## src/rtl/i2c_slave_regfile.sv

```systemverilog
// i2c_slave_regfile: register bank sitting on the user port of an I2C slave.
// The master writes a pointer byte followed by data bytes, or reads bytes
// from the current pointer onwards; both directions auto-increment.
// A separate single-cycle local port lets SoC logic access the same registers.
module i2c_slave_regfile #(
    parameter int          DEPTH          = 16,
    parameter int          ADDR_W         = 4,
    parameter logic [9:0]  OWN_ADDR       = 10'h050,
    parameter int          STRETCH_CYCLES = 2
) (
    input  logic              CLK,
    input  logic              RST,
    input  logic              start,
    input  logic              stop,
    input  logic              data_vld,
    input  logic              r_w,
    input  logic [7:0]        data_write,
    output logic [7:0]        data_read,
    output logic              stretch_on,
    output logic [9:0]        Slave_Address,
    input  logic              loc_wr_en,
    input  logic              loc_rd_en,
    input  logic [ADDR_W-1:0] loc_addr,
    input  logic [7:0]        loc_wdata,
    output logic [7:0]        loc_rdata,
    output logic              loc_rdata_vld,
    output logic              loc_wr_err,
    output logic              i2c_wr_done
);

    typedef enum logic [1:0] {IDLE, PTR, WRITE, READ} state_t;

    state_t            state, state_nxt;
    logic [7:0]        regs [DEPTH];
    logic [ADDR_W-1:0] ptr;
    logic [ADDR_W-1:0] ptr_inc;
    logic              wrote;
    logic [3:0]        stretch_cnt;
    logic              i2c_wr;
    logic              collide;
    logic              loc_wr_ok;
    logic [7:0]        cur_val;
    logic [7:0]        nxt_val;

    assign ptr_inc   = ptr + 1'b1;
    assign i2c_wr    = (state == WRITE) && data_vld && !start && !stop;
    assign collide   = i2c_wr && loc_wr_en && (loc_addr == ptr);
    assign loc_wr_ok = loc_wr_en && !collide;

    // Byte values as they will be after this edge, so a same-cycle local
    // write is not lost when data_read is loaded from the register file.
    assign cur_val = (loc_wr_ok && loc_addr == ptr)     ? loc_wdata : regs[ptr];
    assign nxt_val = (loc_wr_ok && loc_addr == ptr_inc) ? loc_wdata : regs[ptr_inc];

    // State register; reset aborts any transaction immediately.
    always_ff @(posedge CLK or posedge RST) begin
        if (RST) state <= IDLE;
        else     state <= state_nxt;
    end

    // Next state: start beats stop and data_vld, stop beats data_vld.
    always_comb begin
        state_nxt = state;
        if (start)
            state_nxt = r_w ? READ : PTR;
        else if (stop)
            state_nxt = IDLE;
        else if (state == PTR && data_vld)
            state_nxt = WRITE;
    end

    // Outputs decoded from state: clock stretching only while reading.
    always_comb begin
        stretch_on    = (state == READ) && (stretch_cnt != 4'd0);
        Slave_Address = OWN_ADDR;
    end

    // Register file; the I2C side wins a same-index collision.
    always_ff @(posedge CLK or posedge RST) begin
        if (RST) begin
            for (int i = 0; i < DEPTH; i++) regs[i] <= 8'h00;
        end else begin
            if (i2c_wr)    regs[ptr]      <= data_write;
            if (loc_wr_ok) regs[loc_addr] <= loc_wdata;
        end
    end

    // Pointer, wrote-data flag, write-done pulse and stretch counter.
    always_ff @(posedge CLK or posedge RST) begin
        if (RST) begin
            ptr         <= '0;
            wrote       <= 1'b0;
            i2c_wr_done <= 1'b0;
            stretch_cnt <= 4'd0;
        end else begin
            i2c_wr_done <= 1'b0;
            if (start) begin
                if (!r_w) wrote <= 1'b0;
                stretch_cnt <= 4'd0;
            end else if (stop) begin
                i2c_wr_done <= wrote;
                wrote       <= 1'b0;
                stretch_cnt <= 4'd0;
            end else begin
                if (stretch_cnt != 4'd0) stretch_cnt <= stretch_cnt - 4'd1;
                case (state)
                    PTR:     if (data_vld) ptr <= data_write[ADDR_W-1:0];
                    WRITE:   if (data_vld) begin
                                 ptr   <= ptr_inc;
                                 wrote <= 1'b1;
                             end
                    READ:    if (data_vld) begin
                                 ptr         <= ptr_inc;
                                 stretch_cnt <= 4'(STRETCH_CYCLES);
                             end
                    default: ;
                endcase
            end
        end
    end

    // Transmit byte: loaded on read start and after each byte is consumed;
    // a local write refreshes it only while the byte is still being prepared.
    always_ff @(posedge CLK or posedge RST) begin
        if (RST) begin
            data_read <= 8'h00;
        end else if (start) begin
            if (r_w) data_read <= cur_val;
        end else if (!stop && state == READ) begin
            if (data_vld)
                data_read <= nxt_val;
            else if (stretch_cnt != 4'd0 && loc_wr_ok && loc_addr == ptr)
                data_read <= loc_wdata;
        end
    end

    // Local read data (read-before-write) and collision error pulse.
    always_ff @(posedge CLK or posedge RST) begin
        if (RST) begin
            loc_rdata     <= 8'h00;
            loc_rdata_vld <= 1'b0;
            loc_wr_err    <= 1'b0;
        end else begin
            loc_rdata_vld <= loc_rd_en;
            loc_wr_err    <= collide;
            if (loc_rd_en) loc_rdata <= regs[loc_addr];
        end
    end

endmodule

```

## config.mk

```make
export PLATFORM = sky130hd
export DESIGN_NAME = i2c_slave_regfile
export DESIGN_NICKNAME = d
export VERILOG_FILES = /design/src/rtl/i2c_slave_regfile.sv
export SDC_FILE = /design/constraint.sdc
export NUM_CORES = 1
export LEC_CHECK = 0
export ABC_CLOCK_PERIOD_IN_PS = 5640
export CORE_MARGIN = 2
export CORE_UTILIZATION = 45
export DETAILED_ROUTE_END_ITERATION = 7
export PLACE_DENSITY = 0.71
export SETUP_SLACK_MARGIN = 0.4
export SLEW_MARGIN = 20
export SYNTH_ARGS = -nofsm -noshare
export SYNTH_HDL_FRONTEND = slang
export SYNTH_SLANG_ARGS = --single-unit
```

## constraint.sdc

```tcl
create_clock -name CLK -period 5.64 [get_ports CLK]
set_clock_uncertainty 0.1 [all_clocks]
set_input_delay 0.846 -clock CLK [delete_from_list [all_inputs] [get_ports CLK]]
set_output_delay 0.846 -clock CLK [all_outputs]
set_load 0.02 [all_outputs]
```

* Word-level counts from Yosys, hierarchy flattened *
Index checks and enable logic that the tools add are counted.

storage, ports and cells
  bits in registers = 158
  latch bits = 0
  memory bits (writable) = 0
  ROM bits = 0
  input bits = 28
  output and inout port bits = 30
  logic and storage cells = 118
  memories = 0

cells by class
  add/sub/neg operators = 2
  multipliers = 0
  div/mod/pow operators = 0
  order comparisons = 5
  equal/unequal tests = 9
  shifts and indexed selects = 0
  multiplexer cells = 43
  bitwise logic cells = 5
  reductions and logical operators = 29

operators with widths
  kind                                                                     count
  128-bit bitwise mux                                                      2
  128-bit 2-to-1 mux                                                       2
  8-bit 2-to-1 mux                                                         15
  8-bit binary-select mux with 4-bit select                                3
  8-bit demux with 4-bit select                                            2
  4-bit 2-to-1 mux                                                         7
  5-bit >= comparator, second input constant                               3
  1-bit logical AND                                                        15
  4-bit inverter with 5-bit output                                         3
  3-bit nonzero test                                                       4
  5-bit by 1-bit < comparator with 1-bit output, second input constant     2
  4-bit equality test                                                      2
  2-bit 2-to-1 mux                                                         4
  4-bit one-hot mux with 2 select lines                                    1
  1-bit 2-to-1 mux                                                         7
  3-bit AND reduction                                                      2
  5-bit AND reduction                                                      1
  4-bit by 1-bit adder with 4-bit output, second input constant            1
  2-bit equality test, second input constant                               2
  2-bit by 1-bit inequality test with 1-bit output, second input constant  2
  2-bit inequality test, second input constant                             2
  2-bit nonzero test                                                       2
  4-bit nonzero test                                                       1
  4-bit by 1-bit subtractor with 4-bit output, second input constant       1
  4 further kinds                                                          7

* Logic depth before layout (Yosys ltp) *
Gate-level depths: netlist of the first run.

  word-level depth = 14
  depth in mapped cells = 11

* Least setup slack after synthesis of the first run *
Ideal clock, no wire load.

  path type = reg2reg
  start = register ptr[1]
  end = register data_read[7]
  library setup time = 0.138 ns
  data arrival time = 2.964 ns
  required time = 5.402 ns
  setup slack = 2.438 ns
  stages on the path, launching flop included = 12
  path through = dfrtp_1 > buf_2 > buf_1 > inv_1 > ha_1 > clkbuf_1 > buf_2 > mux4_2 > mux2i_1 > mux2i_1 > a221oi_1 > o21ai_0

between the ends
  longest elaborated chain between the ends = 9

RTL lines
  element                                                                                             RTL line  text
  start, declared                                                                                     35        logic [ADDR_W-1:0] ptr;
  start signal, assigned                                                                              107       PTR: if (data_vld) ptr <= data_write[ADDR_W-1:0];
  start signal, assigned                                                                              109       ptr <= ptr_inc;
  start signal, assigned                                                                              113       ptr <= ptr_inc;
  4-bit by 1-bit adder with 4-bit output / 4-bit equality test (equally long branches)                -
  4-bit inverter with 5-bit output (implied by the code) / 1-bit logical AND (equally long branches)  53, 47
  8-bit binary-select mux with 4-bit select / 1-bit logical NOT (equally long branches)               53, 48
  8-bit 2-to-1 mux (implied by the code) / 1-bit logical AND (equally long branches)                  53, 48
  8-bit 2-to-1 mux (implied by the code) / 1-bit logical AND (equally long branches)                  53        assign nxt_val = (loc_wr_ok && loc_addr == ptr_inc) ? loc_wdata : regs[ptr_inc];
  8-bit 2-to-1 mux                                                                                    53
  8-bit 2-to-1 mux                                                                                    130       if (data_vld)
  8-bit 2-to-1 mux                                                                                    129       end else if (!stop && state == READ) begin
  8-bit 2-to-1 mux                                                                                    127       end else if (start) begin
  end signal, assigned                                                                                128       if (r_w) data_read <= cur_val;
  end signal, assigned                                                                                131       data_read <= nxt_val;
  end signal, assigned                                                                                133       data_read <= loc_wdata;
  end, declared                                                                                       18        output logic [7:0] data_read,

Several ways; a longest one is shown, not always the timed one. The select of a mux whose other input is x is not followed.
A chain may end at the register's enable or synchronous reset.

* Final worst setup path of the first run *
  start = register ptr[0]
  end = register data_read[2]

The elaborated chain is that of the path after synthesis.

==> flow_summary_export.csv, run 1 <==
group,metric,value,unit
run_status,outcome,"complete, no violations",
placement,dpl_worst_slack,1.638,ns
floorplanning,fp-row-count,56,
worst_setup_path,r2r_slack,1.82,ns
clock_tree,cts_hold_buffers,0,
synthesis,synthTopCellsByArea,"dfrtp_1 37%, mux4_2 22%, mux2i_1 14%",
sta,finalHoldViolCount,0,
clock_tree,cts-root-buf,"clkbuf_16",
floorplanning,core,0.02340,mm^2
drt,drc,0,
worst_setup_path,worst-path-max-fanout,48,
hold_path,hold_depth,2,
sta,rsz0062_at_grt,"no",
synthesis,synth_enable_flop_cells,0,
synthesis,netlist.area_leader.share,37.07,%
worst_setup_path,start_kind,"flop",
floorplanning,die_h,158.0,um
cells_and_area,syn_to_final_growth,11.34,%
hold_path,hold_path.class,"reg -> reg",
power,max-vdd-ir-drop,0.2307,mV
clock_tree,clk_latency,0.44,ns
synthesis,yosys_warnings,0,
hold_path,holdPathEnd,"wrote$_DFFE_PP0P_",
worst_setup_path,worst_setup_path_end_kind,"flop",
cells_and_area,multi_input_area,0.006269,mm^2
drt,drt_iter0_drc,1096,
synthesis,ys_dominant_reg_cell,"dfrtp_1",
placement,placed_area,0.01128,mm^2
clock_tree,cts_buffers,17,
clock_tree,cts_resized,0,
global_route,track_usage,27.05,%
cells_and_area,seq_area,0.003958,mm^2
floorplanning,dieArea,0.02495,mm^2
floorplanning,start_util,45.57,%
synthesis,syn_inst,958,
hold_path,min_from,"wrote$_DFFE_PP0P_",
synthesis,async_flop_share,100.0,%
synthesis,ys_seq_area_share,37.07,%
drt,vias,8277,
sta,slew_headroom,35.63,%
synthesis,synth_area_leader_cell,"dfrtp_1",
floorplanning,io_pins,58,
drt,routed_via_density,6.426,
synthesis,ys_ff_latch,158,
global_route,grt_pass1_wl,49480,um
sta,tns,0,ns
sta,setup_slack,1.816,ns
cells_and_area,fillers,2068,
global_route,grt-ovfl-total,0,
sta,max_freq,0.2615,GHz
drt,detail-route-antenna-nets,0,
drt,wl,32130,um
clock_tree,post_cts_buffers,0,
power,p_leak,5.416,nW
synthesis,synth_area,0.01067,mm^2
placement,place.gp.congestion,0.9438,
global_route,antenna_found_initial,0,
worst_setup_path,worstPathRequired,5.82,ns
worst_setup_path,crit_type,"reg -> reg",
power,pwr_density_cell,424.7,mW/mm^2
floorplanning,die_x,158.0,um
global_route,grt_pass1_vias,7945,
drt,drt-wirelength-per-cell,24.94,um
clock_tree,clock-sinks,158,
sta,worst_pin_slew,0.9625,ns
worst_setup_path,r2r-start,"ptr[0]$_DFFE_PP0P_",
cells_and_area,utilization,50.74,%
sta,slew_violations,0,
cells_and_area,final_layout_size_suffix_gt1_share,18.47,%
placement,io_buffers,47,
sta,min_period,3.824,ns
sta,timing.final.crit_share,67.81,%
synthesis,ys_types,42,
worst_setup_path,crit_start,"ptr[0]$_DFFE_PP0P_",
worst_setup_path,rr_worst_depth,8,
cells_and_area,final_nets,989,
sta,setup_violations,0,
synthesis,avgSynthCellArea,11.13,um^2
cells_and_area,num_antenna_cells,0,
drt,drt_pre_antenna_iters,7,
worst_setup_path,cp.arrival,4.00,ns
clock_tree,h-tree-depth,4,
power,total_power,5.043,mW
flow_run,cap_violations,0,
global_route,grt_max_degree,81,
worst_setup_path,timing.rr.end,"data_read[2]$_DFFE_PP0P_",
cells_and_area,final_area,0.01188,mm^2
clock_tree,clock_path_buffers,2,
clock_tree,cts_tree,"built",
clock_tree,path_clk_slew,0.06,ns
placement,hpwl,21540,um
[critical path, stage by stage (launching register included)]
cell	delay, ns
dfrtp_4	0.68
buf_4	0.72
nand3_1	0.36
xnor2_2	0.67
buf_4	0.35
mux2i_1	0.24
mux2i_1	0.10
a221oi_1	0.27
o21ai_0	0.12
[cell families (layout without fill, tap and decap cells)]
logic type	Yosys count	count (layout)	synth area share, %
other	2	10	0.07042
xor gates and xnor gates	12	12	1.361
AOI/OAI and AO/OA	190	190	9.948
buffers and inverters	114	117	4.869
and+or+nand+nor	212	212	8.928
adders and majority gates	5	5	0.5866
DFF	158	158	37.07
muxes	265	265	37.17
[registers in the layout, summed over array words and instances, names as in the netlist]
signal and flops:
stretch_cnt 4, ptr 4, state 2, loc_wr_err 1
data_read 8, regs 128, i2c_wr_done 1, loc_rdata_vld 1
loc_rdata 8, wrote 1
[synth_stat cells, types with 2 or more instances]
cell        n
mux4_2    104
nor4_2      6
a221oi_1    8
buf_1      10
nand2b_1    4
mux2i_1   153
clkbuf_1   41
and3_1      2
dfrtp_1   158
buf_4      15
a22oi_1    17
buf_2      28
o21ai_0    92
o21ai_1    19
mux2_2      8
ha_1        5
conb_1      2
or4_1       2
nor3_1     16
nand3_1     6
o31ai_1     3
or3_1       2
nor2_1     43
a21oi_1    46
xnor2_1     8
nand2_1   125
inv_1      20
[worst max-delay path by stage]
stage                                to  slack (ns)  cells after the start
4_1_cts        data_read[0]$_DFFE_PP0P_        1.82                      8
5_1_grt        data_read[0]$_DFFE_PP0P_        1.60                      8
6_report       data_read[2]$_DFFE_PP0P_        1.82                      8
3_3_place_gp         regs[16]$_DFF_PP0_        1.76                      6
2_1_floorplan  data_read[0]$_DFFE_PP0P_        0.43                      1
3_5_place_dp         regs[82]$_DFF_PP0_        1.64                      7
[where the power goes]
part / switching (mW) / internal (mW) / leakage, nW
Clock: 0.482 / 0.653 / 0.272
Sequential: 0.332 / 1.42 / 1.96
Combinational: 1.05 / 1.10 / 3.19
[area by class of cell]
type | instances | area share [%]
multi-input combinational | 694 | 52.79
sequential | 158 | 33.33
timing repair buffer | 65 | 5.036
clock buffer | 23 | 4.109
tap | 319 | 3.361
clock inverter | 9 | 0.7059
inverter | 20 | 0.6743
[cells in the final DEF, fill, tap and decap left out, types with 3 or more instances in the layout]
| cell type | Yosys | final |
|---|---|---|
| a21oi_1 | 46 | 46 |
| mux2i_1 | 153 | 153 |
| ha_1 | 5 | 4 |
| buf_4 | 15 | 19 |
| dfrtp_1 | 158 | 157 |
| conb_1 | 2 | 10 |
| inv_1 | 20 | 19 |
| nand2b_1 | 4 | 4 |
| nor3_1 | 16 | 16 |
| nor4_4 | 0 | 5 |
| nor2_1 | 43 | 43 |
| o21ai_0 | 92 | 92 |
| nand3_1 | 6 | 6 |
| o31ai_1 | 3 | 3 |
| clkbuf_8 | 0 | 4 |
| nand2_1 | 125 | 125 |
| a22oi_1 | 17 | 17 |
| clkinvlp_4 | 0 | 4 |
| mux4_2 | 104 | 104 |
| xnor2_1 | 8 | 8 |
| mux2_2 | 8 | 8 |
| clkbuf_16 | 0 | 17 |
| clkdlybuf4s50_1 | 0 | 45 |
| o21ai_1 | 19 | 19 |
| clkinv_2 | 0 | 3 |
| a221oi_1 | 8 | 8 |
[metrics by stage]
stage | hold slack [ns] | cells
after global placement | 0.3622 | 1256
final | 0.3907 | 1288
after detailed placement | 0.3689 | 1256
after global routing | 0.4160 | 1288
after CTS | 0.3840 | 1288
after floorplan | 0.3465 | 966
[routing by layer]
metal  global-route usage, %  vias up  wire length [um]
met3                   8.924       66              3824
met4                   7.636        0               689
li1                        -     3535                 -
met1                   37.69     4136             12850
met5                       0        -                 0
met2                   40.60      540             14760
No activity file was read; power rests on OpenSTA's default activity.
==> run 2, diff against run 1 <==
--- a/config.mk
+++ b/config.mk
@@ -5,7 +5,7 @@
 export SDC_FILE = /design/constraint.sdc
 export NUM_CORES = 1
 export LEC_CHECK = 0
-export ABC_CLOCK_PERIOD_IN_PS = 5640
+export ABC_CLOCK_PERIOD_IN_PS = 3950
 export CORE_MARGIN = 2
 export CORE_UTILIZATION = 45
 export DETAILED_ROUTE_END_ITERATION = 7
==> constraint.sdc (replaced) <==
create_clock -name CLK -period 3.95 [get_ports CLK]
set_clock_uncertainty 0.1 [all_clocks]
set_input_delay 0.5925 -clock CLK [delete_from_list [all_inputs] [get_ports CLK]]
set_output_delay 0.5925 -clock CLK [all_outputs]
set_load 0.02 [all_outputs]
==> run 2 against run 1 <==
Compared with the run above: clock power is 61% higher; utilization up 0.70 points; wire length up 0.12%; global-route usage hardly changed; combinational power grew 46%; setup slack worse by 0.99 ns; critical path type unchanged.
==> flow_summary_export.csv, run 2 (synthesis gave the netlist of run 1 again) <==
group,metric,value,unit
drt,drt_pre_antenna_iters,5,
sta,rsz0062_at_grt,"no",
sta,slew_violations,0,
floorplanning,core,0.02340,mm^2
clock_tree,cts_tree,"built",
cells_and_area,mostFrequentLayoutCell,"dfrtp_1",
global_route,antenna_found_initial,1,
worst_setup_path,worst-path-max-fanout,17,
drt,drt-wirelength-per-cell,24.69,um
floorplanning,fp-row-count,56,
cells_and_area,fin_cells,1303,
hold_path,hold_path.class,"reg -> reg",
worst_setup_path,worst_setup_path_end_kind,"flop",
clock_tree,clk_latency,0.44,ns
global_route,grt_pass1_vias,8188,
global_route,grt_max_degree,76,
cells_and_area,final_cell_mix,"157 x dfrtp_1, 153 x mux2i_1, 125 x nand2_1",
cells_and_area,fillers,2030,
clock_tree,cts_resized,0,
drt,drt_iter0_drc,965,
sta,setup_violations,0,
cells_and_area,largest_reg_flops,128,
global_route,grt-ovfl-total,0,
flow_run,cap_violations,0,
placement,place.gp.congestion,0.9227,
floorplanning,dieArea,0.02495,mm^2
clock_tree,cts_buffers,17,
global_route,track_usage,27.09,%
floorplanning,die_x,158.0,um
clock_tree,clock_path_buffers,2,
clock_tree,cts-root-buf,"clkbuf_16",
placement,hpwl,22040,um
power,p_leak,5.522,nW
floorplanning,start_util,45.57,%
placement,io_buffers,47,
cells_and_area,top_regs,"regs: 128 flops, data_read: 8 flops, loc_rdata: 8 flops",
clock_tree,post_cts_buffers,0,
power,pwr_density_cell,618.5,mW/mm^2
drt,detail-route-antenna-nets,0,
sta,min_period,3.123,ns
sta,max_freq,0.3202,GHz
worst_setup_path,worstPathRequired,4.13,ns
worst_setup_path,crit_type,"reg -> reg",
hold_path,hold_depth,2,
drt,vias,8339,
worst_setup_path,cp.arrival,3.31,ns
sta,tns,0,ns
cells_and_area,regMostFlops,"regs",
floorplanning,io_pins,58,
cells_and_area,final_layout_size_suffix_gt1_share,19.84,%
clock_tree,h-tree-depth,4,
worst_setup_path,start_kind,"flop",
sta,worst_pin_slew,1.126,ns
run_status,outcome,"complete, no violations",
cells_and_area,syn_to_final_growth,12.88,%
sta,timing.final.crit_share,79.06,%
drt,wl,32170,um
clock_tree,clock-sinks,158,
worst_setup_path,rr_worst_depth,9,
placement,dp_cells,1270,
clock_tree,path_clk_slew,0.07,ns
clock_tree,cts_hold_buffers,0,
floorplanning,die_h,158.0,um
drt,routed_via_density,6.400,
drt,drc,0,
cells_and_area,final_nets,1003,
sta,finalHoldViolCount,0,
global_route,grt_pass1_wl,50180,um
sta,slew_headroom,24.38,%
power,max-vdd-ir-drop,0.2533,mV
[run 2: changes by cell type in the layout (fill, tap and decap cells not counted), moves of 2 or more]
cell / before / now
nor4_2: 1 / 6
bufinv_16: 1 / 4
clkinv_2: 3 / 1
inv_6: 2 / 0
clkbuf_1: 2 / 0
buf_12: 0 / 2
buf_4: 19 / 30
clkinv_4: 0 / 2
nor4_4: 5 / 0
[run 2: path summary, 6_finish.rpt]
check / slack, ns / startpoint / endpoint
hold reg to reg: 0.38 / wrote$_DFFE_PP0P_ / wrote$_DFFE_PP0P_
hold / removal: 0.38 / wrote$_DFFE_PP0P_ / wrote$_DFFE_PP0P_
setup reg to reg: 0.83 / ptr[1]$_DFFE_PP0P_ / data_read[6]$_DFFE_PP0P_
min in group asynchronous: 0.54 / RST / regs[56]$_DFF_PP0_
max in group asynchronous: 2.37 / RST / regs[93]$_DFF_PP0_
setup / recovery: 0.83 / ptr[1]$_DFFE_PP0P_ / data_read[6]$_DFFE_PP0P_
[run 2: power by group]
group,switching (mW),total [mW],internal [mW]
clock,0.716,1.83,1.11
sequential,0.451,2.48,2.03
combinational,1.53,3.14,1.60
total,2.70,7.45,4.75
[run 2: layout make-up]
type / count / area, um^2 / share of cell area [%]
clock inverter: 12 / 183.9 / 1.528
sequential: 158 / 3958 / 32.87
antenna: 1 / 2.502 / 0.02079
inverter: 20 / 78.83 / 0.6548
timing repair buffer: 79 / 725.7 / 6.028
clock buffer: 20 / 466.7 / 3.877
multi-input combinational: 694 / 6225 / 51.70
tap: 319 / 399.1 / 3.315
[run 2: through the flow]
step	util [%]	area [um^2]	power (mW)	hold slack, ns	setup slack, ns
2_1_floorplan	-	10700	4.630	0.3465	0.7475
3_3_place_gp	48.65	11390	5.452	0.3650	0.8370
3_5_place_dp	48.65	11390	5.545	0.3673	0.7278
4_1_cts	51.43	12040	7.378	0.3836	0.8820
5_1_grt	51.43	12040	7.745	0.4153	0.6308
6_report	51.44	12040	7.446	0.3789	0.8272
[run 2: routing by layer]
layer	vias up	share of wire (%)	global-route usage (%)
li1	3568	-	-
met1	4105	40	37.62
met2	586	45	40.48
met3	80	12	7.282
met4	0	3.4	11.03
met5	-	0	0
[run 2: worst max-delay path: stages (launching register included)]
cell and delay [ns]:
dfrtp_1 0.34, buf_4 0.26, inv_1 0.10, ha_2 0.34, buf_4 0.34, mux4_2 0.56
mux2i_1 0.26, mux2i_1 0.18, a221oi_1 0.32, o21ai_0 0.15
==> run 3, diff against run 2 <==
--- a/config.mk
+++ b/config.mk
@@ -5,11 +5,11 @@
 export SDC_FILE = /design/constraint.sdc
 export NUM_CORES = 1
 export LEC_CHECK = 0
-export ABC_CLOCK_PERIOD_IN_PS = 3950
+export ABC_CLOCK_PERIOD_IN_PS = 2600
 export CORE_MARGIN = 2
 export CORE_UTILIZATION = 45
 export DETAILED_ROUTE_END_ITERATION = 7
-export PLACE_DENSITY = 0.71
+export PLACE_DENSITY = 0.73
 export SETUP_SLACK_MARGIN = 0.4
 export SLEW_MARGIN = 20
 export SYNTH_ARGS = -nofsm -noshare
==> constraint.sdc (replaced) <==
create_clock -name CLK -period 2.6 [get_ports CLK]
set_clock_uncertainty 0.1 [all_clocks]
set_input_delay 0.39 -clock CLK [delete_from_list [all_inputs] [get_ports CLK]]
set_output_delay 0.39 -clock CLK [all_outputs]
set_load 0.02 [all_outputs]
==> run 3 against run 2 <==
Compared with the run above: clock power grew 36%; via count grew 12%; die area is the same; non-clock buffer count grew 80; wire length grew 15%; sequential share of layout area shrank 3.7 points; critical path depth shrank 2; clock-buffer cell count is the same; setup slack lost 0.73 ns; combinational power grew 85%.
==> flow_summary_export.csv, run 3 (synthesis gave the netlist of run 1 again) <==
group,metric,value,unit
run_status,outcome,"complete, no violations",
sta,rsz0062_at_grt,"yes",
drt,drt_iter0_drc,1302,
worst_setup_path,start_kind,"flop",
global_route,grt_max_degree,66,
power,pwr-share-comb,48.1,%
cells_and_area,seq_area,0.003960,mm^2
clock_tree,clk_latency,0.44,ns
cells_and_area,final_nets,1083,
clock_tree,cts-root-buf,"clkbuf_16",
cells_and_area,syn_to_final_growth,27.36,%
floorplanning,fp-row-count,56,
cells_and_area,utilization,58.04,%
worst_setup_path,cp.arrival,2.71,ns
placement,io_buffers,47,
power,p_leak,6.131,nW
power,pwr_density_cell,889.0,mW/mm^2
sta,min_period,2.506,ns
cells_and_area,multi_input_area,0.006746,mm^2
hold_path,hold_path.class,"in -> async",
clock_tree,clock_path_buffers,2,
floorplanning,dieArea,0.02495,mm^2
cells_and_area,top_regs,"regs: 128 flops, data_read: 8 flops, loc_rdata: 8 flops",
flow_run,cap_violations,0,
cells_and_area,mostFrequentLayoutCell,"dfrtp_1",
global_route,grt_pass1_wl,53010,um
worst_setup_path,worst-path-max-fanout,22,
drt,detail-route-antenna-nets,0,
drt,drt-wirelength-per-cell,26.89,um
placement,placed_area,0.01203,mm^2
placement,dpl_worst_slack,-0.1850,ns
floorplanning,die_x,158.0,um
cells_and_area,num_antenna_cells,0,
floorplanning,io_pins,58,
placement,dp_cells,1321,
cells_and_area,largest_reg_flops,128,
global_route,grt-ovfl-total,0,
cells_and_area,final_layout_size_suffix_gt1_share,34.84,%
global_route,antenna_found_initial,2,
cells_and_area,final_cell_mix,"155 x dfrtp_1, 145 x mux2i_1, 109 x nand2_1",
cells_and_area,fin_cells,1381,
drt,drt_pre_antenna_iters,7,
clock_tree,h-tree-depth,4,
global_route,grt_pass1_vias,8876,
power,clock_power_share,20.5,%
worst_setup_path,crit_type,"reg -> reg",
global_route,track_usage,28.69,%
sta,finalHoldViolCount,0,
clock_tree,clock-sinks,158,
floorplanning,start_util,45.57,%
power,total_power,12.07,mW
power,max-vdd-ir-drop,0.7023,mV
power,switchingPower,4.554,mW
sta,tns,0,ns
placement,place.gp.congestion,0.9709,
power,switching_share,37.72,%
power,p_seq_share,31.4,%
sta,max_freq,0.3990,GHz
placement,hpwl,22490,um
drt,wl,37140,um
drt,routed_via_density,6.756,
sta,timing.hold.ws,0.1559,ns
floorplanning,core,0.02340,mm^2
sta,timing.final.crit_share,96.40,%
worst_setup_path,worst_setup_path_end_kind,"flop",
worst_setup_path,worstPathRequired,2.81,ns
sta,slew_headroom,30.28,%
sta,slew_violations,0,
sta,setup_slack,0.09358,ns
clock_tree,cts_tree,"built",
floorplanning,die_h,158.0,um
cells_and_area,fillers,1827,
cells_and_area,final_area,0.01358,mm^2
sta,setup_violations,0,
power,intPower,7.520,mW
drt,vias,9330,
cells_and_area,regMostFlops,"regs",
drt,drc,0,
clock_tree,path_clk_slew,0.07,ns
worst_setup_path,r2r_slack,0.09,ns
clock_tree,cts_buffers,17,
sta,worst_pin_slew,1.043,ns
## run 3: changes by cell type in the layout (fill, tap and decap cells not counted), moves of 8 or more
cell and change:
buf_4 +32, mux2i_2 +8, mux2i_1 -8, nor2_4 +16, buf_12 +22, nand2_2 +16
nor2_1 -20, nor3_1 -11, a21oi_1 -18, a21oi_2 +18, buf_6 +14, nand2_1 -16
o21ai_1 +35, o21ai_0 -42
## run 3: timing repair
| item | in CTS | in global routing |
|---|---|---|
| gates resized for setup | 51 | 148 |
| gates cloned | 3 | 10 |
| pin swaps | 5 | 11 |
| hold buffers | 0 | 0 |
| endpoints found under the setup margin | 56 | 117 |
| setup buffers | 8 | 8 |
## run 3: area by class of cell
type,count,area share (%)
multi-input cells,694,49.67
repair buffers,159,13.48
clock buffers,20,3.362
clock inverters,11,0.8014
well taps,319,2.938
inverters,20,0.5987
flip-flops and latches,158,29.15
## run 3: critical path, stage by stage, from the launching register on
cell and delay, ns:
dfrtp_4 0.41, buf_4 0.22, buf_16 0.23, mux4_2 0.53, a22oi_1 0.38, a21oi_1 0.13
a221oi_1 0.25, o21ai_1 0.10
## run 3: path summary, 6_finish.rpt
check | start | end | cells after the start
worst min-delay path | RST | regs[41]$_DFF_PP0_ | 2
min in group CLK | loc_rdata[7]$_DFFE_PP0P_ | loc_rdata[7]$_DFFE_PP0P_ | 1
worst min register to register | loc_rdata[7]$_DFFE_PP0P_ | loc_rdata[7]$_DFFE_PP0P_ | 1
worst max register to register | ptr[0]$_DFFE_PP0P_ | data_read[2]$_DFFE_PP0P_ | 7
max in group asynchronous | RST | regs[85]$_DFF_PP0_ | 3
worst max-delay path | ptr[0]$_DFFE_PP0P_ | data_read[2]$_DFFE_PP0P_ | 7
## run 3: power groups by stage
stage / registers, mW / clock network [mW] / logic (mW)
finish: 3.79 / 2.48 / 5.81
global route: 3.84 / 2.59 / 6.07
CTS: 3.71 / 2.47 / 5.48
detailed placement: 3.74 / 0 / 4.98
global placement: 3.69 / 0 / 4.86
floorplan: 3.63 / 0 / 3.63
## run 3: per-layer routing
layer / GRT usage [%] / share of wire, %
met1: 38.29 / 36
met2: 45.03 / 46
met3: 7.391 / 13
met4: 11.41 / 4.8
met5: 0 / 0
